===== src/rtl/multdiv_sequencer_if.sv =====
// multdiv_sequencer_if: request, multdiv-unit and result signals of the
// multiply/divide sequencer bundled into one interface.
//
// Handshake semantics: a request is offered by holding req_valid high with
// stable req_op/req_rd/op_a/op_b. The sequencer answers with stall while the
// operation is in flight. It releases stall in the single cycle that
// res_valid is high, and the pipeline advances on that edge. On the multdiv
// side, md_ctrl_mult/md_ctrl_div is a one-cycle start pulse. md_ready
// qualifies md_result/md_exception and is only honoured after the pulse
// cycle. flush overrides every other input in the cycle it is high.
interface multdiv_sequencer_if #(
   parameter int WIDTH = 32
);
   logic             req_valid;
   logic             req_op;
   logic [4:0]       req_rd;
   logic [WIDTH-1:0] op_a;
   logic [WIDTH-1:0] op_b;
   logic             flush;
   logic             stall;
   logic             busy;
   logic             md_ctrl_mult;
   logic             md_ctrl_div;
   logic [WIDTH-1:0] md_a;
   logic [WIDTH-1:0] md_b;
   logic [WIDTH-1:0] md_result;
   logic             md_exception;
   logic             md_ready;
   logic             res_valid;
   logic [WIDTH-1:0] res_data;
   logic [4:0]       res_rd;
   logic             res_exc;

   // Pipeline / multdiv side: drives requests and multdiv responses.
   modport master (
      output req_valid, req_op, req_rd, op_a, op_b, flush,
             md_result, md_exception, md_ready,
      input  stall, busy, md_ctrl_mult, md_ctrl_div, md_a, md_b,
             res_valid, res_data, res_rd, res_exc
   );

   // Sequencer side.
   modport slave (
      input  req_valid, req_op, req_rd, op_a, op_b, flush,
             md_result, md_exception, md_ready,
      output stall, busy, md_ctrl_mult, md_ctrl_div, md_a, md_b,
             res_valid, res_data, res_rd, res_exc
   );
endinterface


===== src/rtl/multdiv_sequencer.sv =====
// multdiv_sequencer: sequences the shared multi-cycle multiply/divide unit for
// the execute stage. It latches operands, pulses the start line once, stalls
// the pipeline until the result is ready, and then presents one result cycle.
// Exceptions are redirected to the status register.
// Optional feature: define MD_TIMEOUT_EN to abort a BUSY phase that lasts
// TIMEOUT cycles without md_ready (status TO_CODE).
module multdiv_sequencer #(
   parameter int WIDTH      = 32,
   parameter int TIMEOUT    = 40,
   parameter int MUL_CODE   = 4,
   parameter int DIV_CODE   = 5,
   parameter int TO_CODE    = 6,
   parameter int STATUS_REG = 30
) (
   input  logic                clock,
   input  logic                reset,
   multdiv_sequencer_if.slave  bus,
   output logic [1:0]          dbg_state_o,
   output logic [5:0]          dbg_cycles_o,
   output logic                dbg_timeout_o
);

   typedef enum logic [1:0] {
      IDLE  = 2'd0,
      ISSUE = 2'd1,
      BUSY  = 2'd2,
      DONE  = 2'd3
   } state_t;

   localparam logic [1:0] K_MUL = 2'd0;
   localparam logic [1:0] K_DIV = 2'd1;
   localparam logic [1:0] K_TO  = 2'd2;

   state_t           state_q, state_d;
   logic [WIDTH-1:0] a_q, a_d;
   logic [WIDTH-1:0] b_q, b_d;
   logic             op_q, op_d;
   logic [4:0]       rd_q, rd_d;
   logic [5:0]       cnt_q, cnt_d;
   logic [WIDTH-1:0] data_q, data_d;
   logic [4:0]       rdo_q, rdo_d;
   logic             exc_q, exc_d;
   logic             to_hit;

   // Status value written to STATUS_REG for each kind of abnormal completion.
   function automatic logic [WIDTH-1:0] status_code(input logic [1:0] kind);
      logic [WIDTH-1:0] code;
      case (kind)
         K_MUL:   code = WIDTH'(MUL_CODE);
         K_DIV:   code = WIDTH'(DIV_CODE);
         K_TO:    code = WIDTH'(TO_CODE);
         default: code = WIDTH'(TO_CODE);
      endcase
      return code;
   endfunction

   // The current BUSY cycle is the TIMEOUT-th one (counter cleared in ISSUE).
   assign to_hit = (state_q == BUSY) && ((int'(cnt_q) + 1) >= TIMEOUT);

   // State register, operand latches, cycle counter and result registers.
   always_ff @(posedge clock) begin
      if (reset) begin
         state_q <= IDLE;
         a_q     <= '0;
         b_q     <= '0;
         op_q    <= 1'b0;
         rd_q    <= '0;
         cnt_q   <= '0;
         data_q  <= '0;
         rdo_q   <= '0;
         exc_q   <= 1'b0;
      end else begin
         state_q <= state_d;
         a_q     <= a_d;
         b_q     <= b_d;
         op_q    <= op_d;
         rd_q    <= rd_d;
         cnt_q   <= cnt_d;
         data_q  <= data_d;
         rdo_q   <= rdo_d;
         exc_q   <= exc_d;
      end
   end

   // Next-state logic. Flush wins over req_valid and md_ready. md_ready is
   // only looked at in BUSY, so a stale ready from the previous op is ignored.
   always_comb begin
      state_d = state_q;
      a_d     = a_q;
      b_d     = b_q;
      op_d    = op_q;
      rd_d    = rd_q;
      cnt_d   = cnt_q;
      data_d  = data_q;
      rdo_d   = rdo_q;
      exc_d   = exc_q;
      if (bus.flush) begin
         state_d = IDLE;
      end else begin
         case (state_q)
            IDLE: begin
               if (bus.req_valid) begin
                  a_d  = bus.op_a;
                  b_d  = bus.op_b;
                  op_d = bus.req_op;
                  rd_d = bus.req_rd;
                  if (bus.req_op && (bus.op_b == '0)) begin
                     // Divide by zero: report immediately, never start multdiv.
                     state_d = DONE;
                     data_d  = status_code(K_DIV);
                     rdo_d   = 5'(STATUS_REG);
                     exc_d   = 1'b1;
                  end else begin
                     state_d = ISSUE;
                  end
               end
            end
            ISSUE: begin
               cnt_d   = '0;
               state_d = BUSY;
            end
            BUSY: begin
               cnt_d = (cnt_q == 6'd63) ? cnt_q : cnt_q + 6'd1;
               if (bus.md_ready) begin
                  state_d = DONE;
                  if (bus.md_exception) begin
                     data_d = status_code(op_q ? K_DIV : K_MUL);
                     rdo_d  = 5'(STATUS_REG);
                     exc_d  = 1'b1;
                  end else begin
                     data_d = bus.md_result;
                     rdo_d  = rd_q;
                     exc_d  = 1'b0;
                  end
               end
`ifdef MD_TIMEOUT_EN
               else if (to_hit) begin
                  state_d = DONE;
                  data_d  = status_code(K_TO);
                  rdo_d   = 5'(STATUS_REG);
                  exc_d   = 1'b1;
               end
`else
`endif
            end
            DONE: begin
               state_d = IDLE;
            end
            default: begin
               state_d = IDLE;
            end
         endcase
      end
   end

   // Stall the pipeline while a request waits for completion. The pulse and
   // the result strobe are suppressed by a flush in the same cycle.
   assign bus.stall        = bus.req_valid & (state_q != DONE) & ~bus.flush;
   assign bus.busy         = (state_q != IDLE);
   assign bus.md_ctrl_mult = (state_q == ISSUE) & ~op_q & ~bus.flush;
   assign bus.md_ctrl_div  = (state_q == ISSUE) &  op_q & ~bus.flush;
   assign bus.md_a         = a_q;
   assign bus.md_b         = b_q;
   assign bus.res_valid    = (state_q == DONE) & ~bus.flush;
   assign bus.res_data     = data_q;
   assign bus.res_rd       = rdo_q;
   assign bus.res_exc      = exc_q;

   assign dbg_state_o   = state_q;
   assign dbg_cycles_o  = cnt_q;
   assign dbg_timeout_o = to_hit;

endmodule


===== src/flat_wrapper.sv =====
// flat-port wrapper written by rule: the top's interface ports become plain ports
module multdiv_sequencer_flat 
#(
   parameter int WIDTH      = 32,
   parameter int TIMEOUT    = 40,
   parameter int MUL_CODE   = 4,
   parameter int DIV_CODE   = 5,
   parameter int TO_CODE    = 6,
   parameter int STATUS_REG = 30
)
  (clock, reset, dbg_state_o, dbg_cycles_o, dbg_timeout_o, bus_req_valid, bus_req_op, bus_req_rd, bus_op_a, bus_op_b, bus_flush, bus_md_result, bus_md_exception, bus_md_ready, bus_stall, bus_busy, bus_md_ctrl_mult, bus_md_ctrl_div, bus_md_a, bus_md_b, bus_res_valid, bus_res_data, bus_res_rd, bus_res_exc);
  multdiv_sequencer_if #(.WIDTH(WIDTH)) bus_i ();
  input  logic clock;
  input  logic reset;
  output logic [1:0] dbg_state_o;
  output logic [5:0] dbg_cycles_o;
  output logic dbg_timeout_o;
  input wire logic [$bits(bus_i.req_valid)-1:0] bus_req_valid;
  input wire logic [$bits(bus_i.req_op)-1:0] bus_req_op;
  input wire logic [$bits(bus_i.req_rd)-1:0] bus_req_rd;
  input wire logic [$bits(bus_i.op_a)-1:0] bus_op_a;
  input wire logic [$bits(bus_i.op_b)-1:0] bus_op_b;
  input wire logic [$bits(bus_i.flush)-1:0] bus_flush;
  input wire logic [$bits(bus_i.md_result)-1:0] bus_md_result;
  input wire logic [$bits(bus_i.md_exception)-1:0] bus_md_exception;
  input wire logic [$bits(bus_i.md_ready)-1:0] bus_md_ready;
  output wire logic [$bits(bus_i.stall)-1:0] bus_stall;
  output wire logic [$bits(bus_i.busy)-1:0] bus_busy;
  output wire logic [$bits(bus_i.md_ctrl_mult)-1:0] bus_md_ctrl_mult;
  output wire logic [$bits(bus_i.md_ctrl_div)-1:0] bus_md_ctrl_div;
  output wire logic [$bits(bus_i.md_a)-1:0] bus_md_a;
  output wire logic [$bits(bus_i.md_b)-1:0] bus_md_b;
  output wire logic [$bits(bus_i.res_valid)-1:0] bus_res_valid;
  output wire logic [$bits(bus_i.res_data)-1:0] bus_res_data;
  output wire logic [$bits(bus_i.res_rd)-1:0] bus_res_rd;
  output wire logic [$bits(bus_i.res_exc)-1:0] bus_res_exc;
  assign bus_i.req_valid = bus_req_valid;
  assign bus_i.req_op = bus_req_op;
  assign bus_i.req_rd = bus_req_rd;
  assign bus_i.op_a = bus_op_a;
  assign bus_i.op_b = bus_op_b;
  assign bus_i.flush = bus_flush;
  assign bus_i.md_result = bus_md_result;
  assign bus_i.md_exception = bus_md_exception;
  assign bus_i.md_ready = bus_md_ready;
  assign bus_stall = bus_i.stall;
  assign bus_busy = bus_i.busy;
  assign bus_md_ctrl_mult = bus_i.md_ctrl_mult;
  assign bus_md_ctrl_div = bus_i.md_ctrl_div;
  assign bus_md_a = bus_i.md_a;
  assign bus_md_b = bus_i.md_b;
  assign bus_res_valid = bus_i.res_valid;
  assign bus_res_data = bus_i.res_data;
  assign bus_res_rd = bus_i.res_rd;
  assign bus_res_exc = bus_i.res_exc;
  multdiv_sequencer #(.WIDTH(WIDTH), .TIMEOUT(TIMEOUT), .MUL_CODE(MUL_CODE), .DIV_CODE(DIV_CODE), .TO_CODE(TO_CODE), .STATUS_REG(STATUS_REG)) u_core (.clock(clock), .reset(reset), .bus(bus_i), .dbg_state_o(dbg_state_o), .dbg_cycles_o(dbg_cycles_o), .dbg_timeout_o(dbg_timeout_o));
endmodule

===== config.mk =====
export PLATFORM = sky130hd
export DESIGN_NAME = multdiv_sequencer_flat
export DESIGN_NICKNAME = d
export VERILOG_FILES = /design/src/rtl/multdiv_sequencer_if.sv /design/src/rtl/multdiv_sequencer.sv /design/src/flat_wrapper.sv
export SDC_FILE = /design/constraint.sdc
export NUM_CORES = 1
export LEC_CHECK = 0
export CAP_MARGIN = 20
export CORE_MARGIN = 2
export CORE_UTILIZATION = 40
export CTS_BUF_LIST = sky130_fd_sc_hd__clkbuf_16
export DETAILED_ROUTE_END_ITERATION = 6
export PLACE_DENSITY = 0.81
export REMOVE_ABC_BUFFERS = 1
export SLEW_MARGIN = 20
export SYNTH_ARGS = -nofsm -noshare
export SYNTH_HDL_FRONTEND = slang
export SYNTH_SLANG_ARGS = --single-unit

===== constraint.sdc =====
create_clock -name clock -period 2.5 [get_ports clock]
set_input_delay 0.375 -clock clock [delete_from_list [all_inputs] [get_ports clock]]
set_output_delay 0.375 -clock clock [all_outputs]
set_load 0.02 [all_outputs]

==> results of run 1 <==
## metal layers
layer,GRT usage,vias up
li1,-,2426
met1,0.262,2338
met2,0.420,216
met3,0.0599,31
met4,0.101,0
met5,0,-
## cells in the final DEF, fill, tap and decap left out, types with 5 or more instances in the layout
cell / count
nor4_1: 8
nor2_1: 12
buf_4: 7
nand2_1: 178
clkbuf_16: 17
clkdlybuf4s50_1: 220
o221a_1: 5
a21oi_1: 76
inv_1: 8
a31oi_1: 33
nand3_1: 65
dfxtp_1: 116
## cells in the mapped netlist, drive strengths merged
| cell | count |
|---|---|
| nor2b | 3 |
| a21bo | 1 |
| nand3 | 65 |
| buf | 12 |
| nor4 | 9 |
| ha | 5 |
| nor3b | 3 |
| mux2i | 2 |
| and3b | 1 |
| a22oi | 1 |
| a21o | 2 |
| inv | 6 |
| o21ai | 4 |
| or2 | 1 |
| nor2 | 12 |
| and3 | 1 |
| a211oi | 1 |
| nand2 | 178 |
| or3 | 1 |
| clkbuf | 32 |
| o31ai | 2 |
| a31oi | 33 |
| o221a | 6 |
| o211a | 1 |
| a21boi | 1 |
| o21a | 1 |
| a41oi | 1 |
| nand3b | 3 |
| dfxtp | 116 |
| nand4 | 2 |
| a21oi | 76 |
| and4bb | 1 |
## cells by family (layout without fill, tap and decap cells)
group	after synthesis	count (layout)	synth area share
AO/OA/AOI/OAI	130	130	0.171
AND/OR/NAND/NOR	280	280	0.265
multiplexers	2	2	0.00434
buffers and inverters	50	270	0.0439
adder cells (fa/ha/maj)	5	5	0.0135
flip-flops	116	116	0.503
## per-stage QoR
stage | setup WS [ns] | TNS [ns] | power (W)
finish | 0.195 | 0 | 0.00511
global route | 0.0905 | 0 | 0.00529
detailed placement | -0.0351 | -0.131 | 0.00271
global placement | 0.0387 | 0 | 0.00269
CTS | 0.0571 | 0 | 0.00514
floorplan | -2.59 | -230.55 | 0.00228
## area by class of cell
| type | instances | area (sq um) | area share |
|---|---|---|---|
| Timing Repair Buffer | 233 | 2360 | 0.311 |
| Sequential cell | 116 | 2320 | 0.306 |
| Multi-Input combinational cell | 417 | 2110 | 0.278 |
| Clock buffer | 17 | 425 | 0.0561 |
| Tap cell | 143 | 179 | 0.0236 |
| Clock inverter | 14 | 170 | 0.0224 |
| Inverter | 6 | 22.5 | 0.00297 |
## worst max path at each step
stage                                                   from                              endpoint  slack (ns)  cells after the start
after floorplan           u_core.dbg_state_o[0]$_SDFFE_PP0P_       u_core.bus.md_a[0]$_SDFFE_PP0P_       -2.59                      6
after global placement                           bus_op_b[1]   u_core.bus.res_data[3]$_SDFFE_PP0P_        0.04                      6
after detailed placement                         bus_op_b[1]  u_core.bus.res_data[17]$_SDFFE_PP0P_       -0.04                      6
after CTS                 u_core.dbg_state_o[0]$_SDFFE_PP0P_                              bus_busy        0.06                      4
after global routing      u_core.dbg_state_o[0]$_SDFFE_PP0P_  u_core.bus.res_data[17]$_SDFFE_PP0P_        0.09                      7
final                                              bus_flush                             bus_stall        0.19                      3
## registers in the layout, indices dropped and copies added, names as in the netlist
name and count:
u_core.bus.md_b 32, u_core.dbg_cycles_o 6, u_core.bus.res_data 32, u_core.dbg_state_o 2, u_core.bus.md_a 32, u_core.op_q 1
u_core.bus.res_rd 5, u_core.bus.res_exc 1, u_core.rd_q 5
## power by group through the flow
stage	Clock (W)	Combinational (W)	Sequential, W
after floorplan	0	0.000178	0.00210
after global placement	0	0.000680	0.00201
after detailed placement	0	0.000697	0.00201
after CTS	0.00247	0.000701	0.00197
after global routing	0.00257	0.000746	0.00198
final	0.00243	0.000698	0.00198
## timing repair
| item | in CTS | in global routing |
|---|---|---|
| gates resized for setup | 2 | 1 |
| buffers inserted | 0 | 0 |
| endpoints found under the setup margin | 1 | 1 |
## worst reg2reg max path, stage by stage, from the launching register on
cell	delay, ns
dfxtp_1	0.35
inv_1	0.11
ha_1	0.34
and4bb_1	0.25
nand4_2	0.18
or2_2	0.59
nand3_1	0.24
a31oi_1	0.10
==> impl_summary.txt, run 1 <==
----------------------------------------------------
[Floorplan]
  Area of the core ... 11300 sq um
  Die area ... 12400 sq um
  Core Rows ... 39
  Die X ... 111 um
  Die Ht ... 111 um
  Num ports ... 224
  Initial standard-cell utilization of the core ... 0.408

[Logic synthesis]
  Fraction of the yosys area taken by sequential cells ... 0.503
  Cells taking the most area after synthesis ... dfxtp_1 50%, nand2_1 14%, a21oi_1 8.2%, nand3_1 7.0%, a31oi_1 4.5%
  Area fraction of the dominant cell type after synthesis ... 0.503
  Post-synth design cell area ... 4620 sq um
  Post-synthesis average cell area ... 7.92 sq um
  Yosys warns ... 0
  Gate Count Post-Synth ... 583
  Post-synth top area cell ... dfxtp_1
  FF+latch count, synth ... 116
  Number of library cell types mapped by synthesis ... 36

[Cells and area]
  Util after Layout ... 0.670
  Share of post-route cells with drive strength above 1 ... 0.0585
  Area growth from synthesis to layout ... 64.2%
  ANT cells ... 0
  Post-layout instance area ... 7580 sq um
  Final cell count without fillers ... 946
  Fin nets ... 904
  Number of fill cells ... 945

[Critical path]
  Ordered cell list for the critical path ... clkdlybuf4s50_1 -> nor3b_1 -> clkdlybuf4s50_1
  Cell repeated most along the worst path ... clkdlybuf4s50_1
  Data arrival time of the critical path ... 1.93 ns
  Delay contributed by the slowest stage of the critical path ... 0.64 ns
  Type of element launching the critical path ... input pin
  CP Data Required Time ... 2.12 ns
  Cell family with the largest share of critical-path delay ... buffers and inverters
  Path type of the worst setup path ... in -> out
  Launch point of the worst reg-to-reg path ... u_core.dbg_state_o[0]$_SDFFE_PP0P_
  Worst reg2reg path endpoint ... u_core.bus.res_data[17]$_SDFFE_PP0P_
  Kind of capture point of the worst setup path ... output pin
  Critical-path cell with the highest stage delay ... clkdlybuf4s50_1
  Register-to-register path setup slack ... 0.20 ns
  Max FO, Critical Path ... 10
  Length in cells of the worst reg-to-reg path ... 7
  Buffer and inverter count on the worst path ... 2

[Route]
  Met3 WL post-DR ... 889 um
  Routed length on met2 ... 7650 um
  Wire length on met1 ... 5880 um
  Wirelength, routed ... 14800 um
  Count of vias placed by the detailed router ... 5011
  Number of violations reported at the end of detailed-routing iteration 0 ... 252
  DRC violations left ... 0
  Count of nets left with antenna violations after detail routing ... 0
  Vias per cell ... 5.30
  Highest routing layer actually used ... met4
  Number of optimization iterations in the first detailed-route pass ... 5
  DR WL/cell ... 15.7 um

[Global routing]
  Tot GR Track Use ... 0.234
  Total congestion overflow after global routing ... 0
  Vias in the first global route ... 5038
  Largest net degree at the start of global routing ... 71
  Initial antenna violation count ... 0
  Global-route wire length before repair ... 23800 um

[STA]
  Post-route fraction of the period consumed by the critical path ... 0.922
  Relative slew slack ... 0.580
  Maximum clock frequency ... 434 MHz
  Fin. Hold Viols ... 0
  Tightest Pin Transition ... 0.630 ns
  Endpoints failing setup ... 0
  Crit path time final ... 2.31 ns
  Worst Clk Skew ... 0.00702 ns
  Worst Hold Slack ... 0.416 ns
  Unrepaired setup endpoints after global routing ... no
  Max-slew violations ... 0

[Power]
  Static leakage ... 2.66 nW
  Sequential share of power ... 0.387
  Largest vdd supply drop ... 0.370 mV
  Share of total power in the clock network ... 0.476
  Power share of the combinational group ... 0.137
  Internal Power ... 0.00393 W
  Pwr/cell area ... 674 nW/um^2
  Net switching component of the power ... 0.00118 W
  Switching share of total power ... 0.231

[Min path]
  Worst min path class ... in -> reg
  Hold_sp ... reset
  Hold path cells ... 2
  Hold endpoint ... u_core.dbg_cycles_o[1]$_SDFFE_PP0P_

[Clock network]
  Number of buffers on the longest clock path ... 2
  Number of buffers created by CTS ... 17
  Root Driver ... clkbuf_16
  Clock-pin slew on the worst setup and hold paths ... 0.05 ns
  Clock tree from TritonCTS ... built
  Count of clock tree sinks ... 116
  # hold bufs at CTS ... 0
  Number of H-tree levels ... 4
  Clock latency at the later pin of the worst-skew pair ... 0.39 ns

[Placement]
  Instance area after placement ... 6980 sq um
  Placed cell count ... 915
  I/O Buffers ... 223
  Placer's final routability congestion estimate ... 0.800
  DPL Wire Length ... 10600 um

[Flow run]
  Max-cap violations ... 0

[Run status]
  Outcome ... finished clean

----------------------------------------------------
No activity file was read; power rests on OpenSTA's default activity.
==> inputs of run 2 (changes only) <==
--- a/constraint.sdc
+++ b/constraint.sdc
@@ -3,2 +3,2 @@
 set_output_delay 0.375 -clock clock [all_outputs]
-set_load 0.02 [all_outputs]
+set_load 0.005 [all_outputs]
==> run 2 against run 1 <==
Design area decreased by 0.21%. Flip-flop and latch count is the same. Fmax down 3.6%. Sequential power about the same. Clock skew rose by 0.0024 ns. Count of clock-buffer cells in the layout did not move. Combinational power shrank 12%. Core utilization fell by 0.14 points. Critical path depth grew 3. Cell count up 0.11%. Via count down 0.42%. Wire length grew 0.66%. Critical path type is now reg -> out. Critical endpoint is now dbg_timeout_o. Largest cell class unchanged. Largest power group unchanged.
==> impl_summary.txt, run 2 (same netlist as run 1, synthesis figures left out) <==
----------------------------------------------------
[Clock network]
  Root Driver ... clkbuf_16
  Number of H-tree levels ... 4 (unchanged)
  Clock latency at the later pin of the worst-skew pair ... 0.41 ns (+0.02 ns)
  Clock tree from TritonCTS ... built
  # hold bufs at CTS ... 0 (unchanged)
  Number of buffers on the longest clock path ... 2 (unchanged)
  Count of clock tree sinks ... 116 (unchanged)
  Clock-pin slew on the worst setup and hold paths ... 0.05 ns (about the same)
  Number of buffers created by CTS ... 17 (unchanged)

[Run status]
  Outcome ... finished clean

[Floorplan]
  Num ports ... 224 (unchanged)
  Initial standard-cell utilization of the core ... 0.408 (unchanged)
  Core Rows ... 39 (unchanged)
  Die area ... 12400 sq um (unchanged)
  Die Ht ... 111 um (unchanged)
  Die X ... 111 um (unchanged)
  Area of the core ... 11300 sq um (unchanged)

[STA]
  Setup tns final ... 0 ns (unchanged)
  Post-route fraction of the period consumed by the critical path ... 0.957 (+0.0346)
  Tightest Pin Transition ... 0.612 ns (-0.0174 ns)
  Endpoints failing setup ... 0 (unchanged)
  Unrepaired setup endpoints after global routing ... no
  Relative slew slack ... 0.592 (+0.0116)
  Fin. Hold Viols ... 0 (unchanged)
  Maximum clock frequency ... 418 MHz (-3.6%)
  Crit path time final ... 2.39 ns (+0.0865 ns)
  Max-slew violations ... 0 (unchanged)
  Worst Clk Skew ... 0.00937 ns (+0.00235 ns)

[Critical path]
  Max FO, Critical Path ... 4 (-6)
  Launch point of the worst reg-to-reg path ... u_core.dbg_state_o[1]$_SDFFE_PP0P_
  Kind of capture point of the worst setup path ... output pin
  Register-to-register path setup slack ... 0.28 ns (+0.08 ns)
  Worst reg2reg path endpoint ... u_core.bus.res_data[17]$_SDFFE_PP0P_
  Type of element launching the critical path ... flip-flop
  Path type of the worst setup path ... reg -> out
  Data arrival time of the critical path ... 2.02 ns (+0.09 ns)
  Length in cells of the worst reg-to-reg path ... 8 (+1)
  CP Data Required Time ... 2.12 ns (about the same)

[Route]
  Count of nets left with antenna violations after detail routing ... 0 (unchanged)
  Vias per cell ... 5.27 (-0.52%)
  Number of violations reported at the end of detailed-routing iteration 0 ... 375 (+49%)
  Count of vias placed by the detailed router ... 4990 (-0.42%)
  Number of optimization iterations in the first detailed-route pass ... 5 (unchanged)
  DR WL/cell ... 15.7 um (+0.56%)
  DRC violations left ... 0 (unchanged)
  Wirelength, routed ... 14900 um (+0.66%)

[Cells and area]
  Final cell count without fillers ... 947 (+0.11%)
  ANT cells ... 0 (unchanged)
  Area growth from synthesis to layout ... 63.8%
  Fin nets ... 905 (+0.11%)
  Post-layout instance area ... 7570 sq um (-0.21%)
  Util after Layout ... 0.668 (-0.00144)
  Most frequent cells in the layout ... 222 x clkdlybuf4s50_1, 178 x nand2_1, 114 x dfxtp_1
  Most frequent standard cell in the layout excluding fill and tap cells ... clkdlybuf4s50_1
  Share of post-route cells with drive strength above 1 ... 0.0634 (+0.00490)

[Power]
  Static leakage ... 2.62 nW (-1.4%)
  Pwr/cell area ... 652 nW/um^2 (-3.3%)
  Largest vdd supply drop ... 0.570 mV (+54%)

[Global routing]
  Largest net degree at the start of global routing ... 71 (unchanged)
  Vias in the first global route ... 5015 (-0.46%)
  Initial antenna violation count ... 0 (unchanged)
  Global-route wire length before repair ... 24100 um (+1.2%)
  Tot GR Track Use ... 0.238 (+0.00391)
  Total congestion overflow after global routing ... 0 (unchanged)

[Placement]
  Placer's final routability congestion estimate ... 0.799 (about the same)
  I/O Buffers ... 223 (unchanged)
  Instance area after placement ... 6990 sq um (+0.11%)
  DPL Wire Length ... 10600 um (-0.57%)
  Placed cell count ... 916 (+0.11%)

[Min path]
  Hold path cells ... 2 (unchanged)
  Hold endpoint ... u_core.dbg_cycles_o[5]$_SDFFE_PP0P_
  Hold_sp ... reset
  Worst min path class ... in -> reg

[Flow run]
  Max-cap violations ... 0 (unchanged)

----------------------------------------------------
==> run 2: repair_timing <==
item / in CTS / in global routing
resized for setup: 0 / 4
endpoints found under the setup margin: 0 / 2
buffers inserted: 0 / 0
==> run 2: how the worst max path moves through the flow <==
stage	startpoint	to	slack (ns)	depth (start not counted)
after floorplan	u_core.dbg_state_o[0]$_SDFFE_PP0P_	u_core.bus.md_a[0]$_SDFFE_PP0P_	-2.42	6
after global placement	bus_op_b[1]	u_core.bus.res_data[3]$_SDFFE_PP0P_	0.04	6
after detailed placement	bus_op_b[1]	u_core.bus.res_data[8]$_SDFFE_PP0P_	-0.02	6
after CTS	u_core.dbg_state_o[0]$_SDFFE_PP0P_	dbg_timeout_o	0.008	5
after global routing	u_core.dbg_cycles_o[1]$_SDFFE_PP0P_	dbg_timeout_o	0.002	6
final	u_core.dbg_cycles_o[0]$_SDFFE_PP0P_	dbg_timeout_o	0.11	6
==> run 2: routing by layer <==
metal,vias up,track usage,share of wire
li1,2430,-,-
met1,2327,0.268,0.40
met2,199,0.420,0.51
met3,34,0.0593,0.056
met4,0,0.119,0.028
met5,-,0,0
==> run 2: final cells by class <==
class,count,area (sq um)
clock buffer,17,425
clock inverter,14,144
fill,945,3750
inverter,6,22.5
multi-input combinational,417,2110
sequential,116,2320
tap,143,179
timing repair buffer,234,2360
==> run 2: worst max-delay path: stages (launching register included) <==
cell	delay [ns]
dfxtp_1	0.39
ha_1	0.25
nand2_1	0.11
a31oi_1	0.19
a21oi_1	0.07
nor2_1	0.10
clkdlybuf4s50_1	0.51
==> run 2: metrics by stage <==
stage               hold WS [ns]  power [W]  worst slack [ns]
finish                     0.398    0.00493             0.108
global route               0.410    0.00510           0.00179
CTS                        0.382    0.00497           0.00780
detailed placement         0.446    0.00262           -0.0213
global placement           0.442    0.00260            0.0356
floorplan                  0.430    0.00219             -2.42
==> run 2: where the power goes <==
part           internal [W]  switching [W]
Sequential          0.00193      0.0000461
Clock               0.00153       0.000811
Combinational      0.000360       0.000253
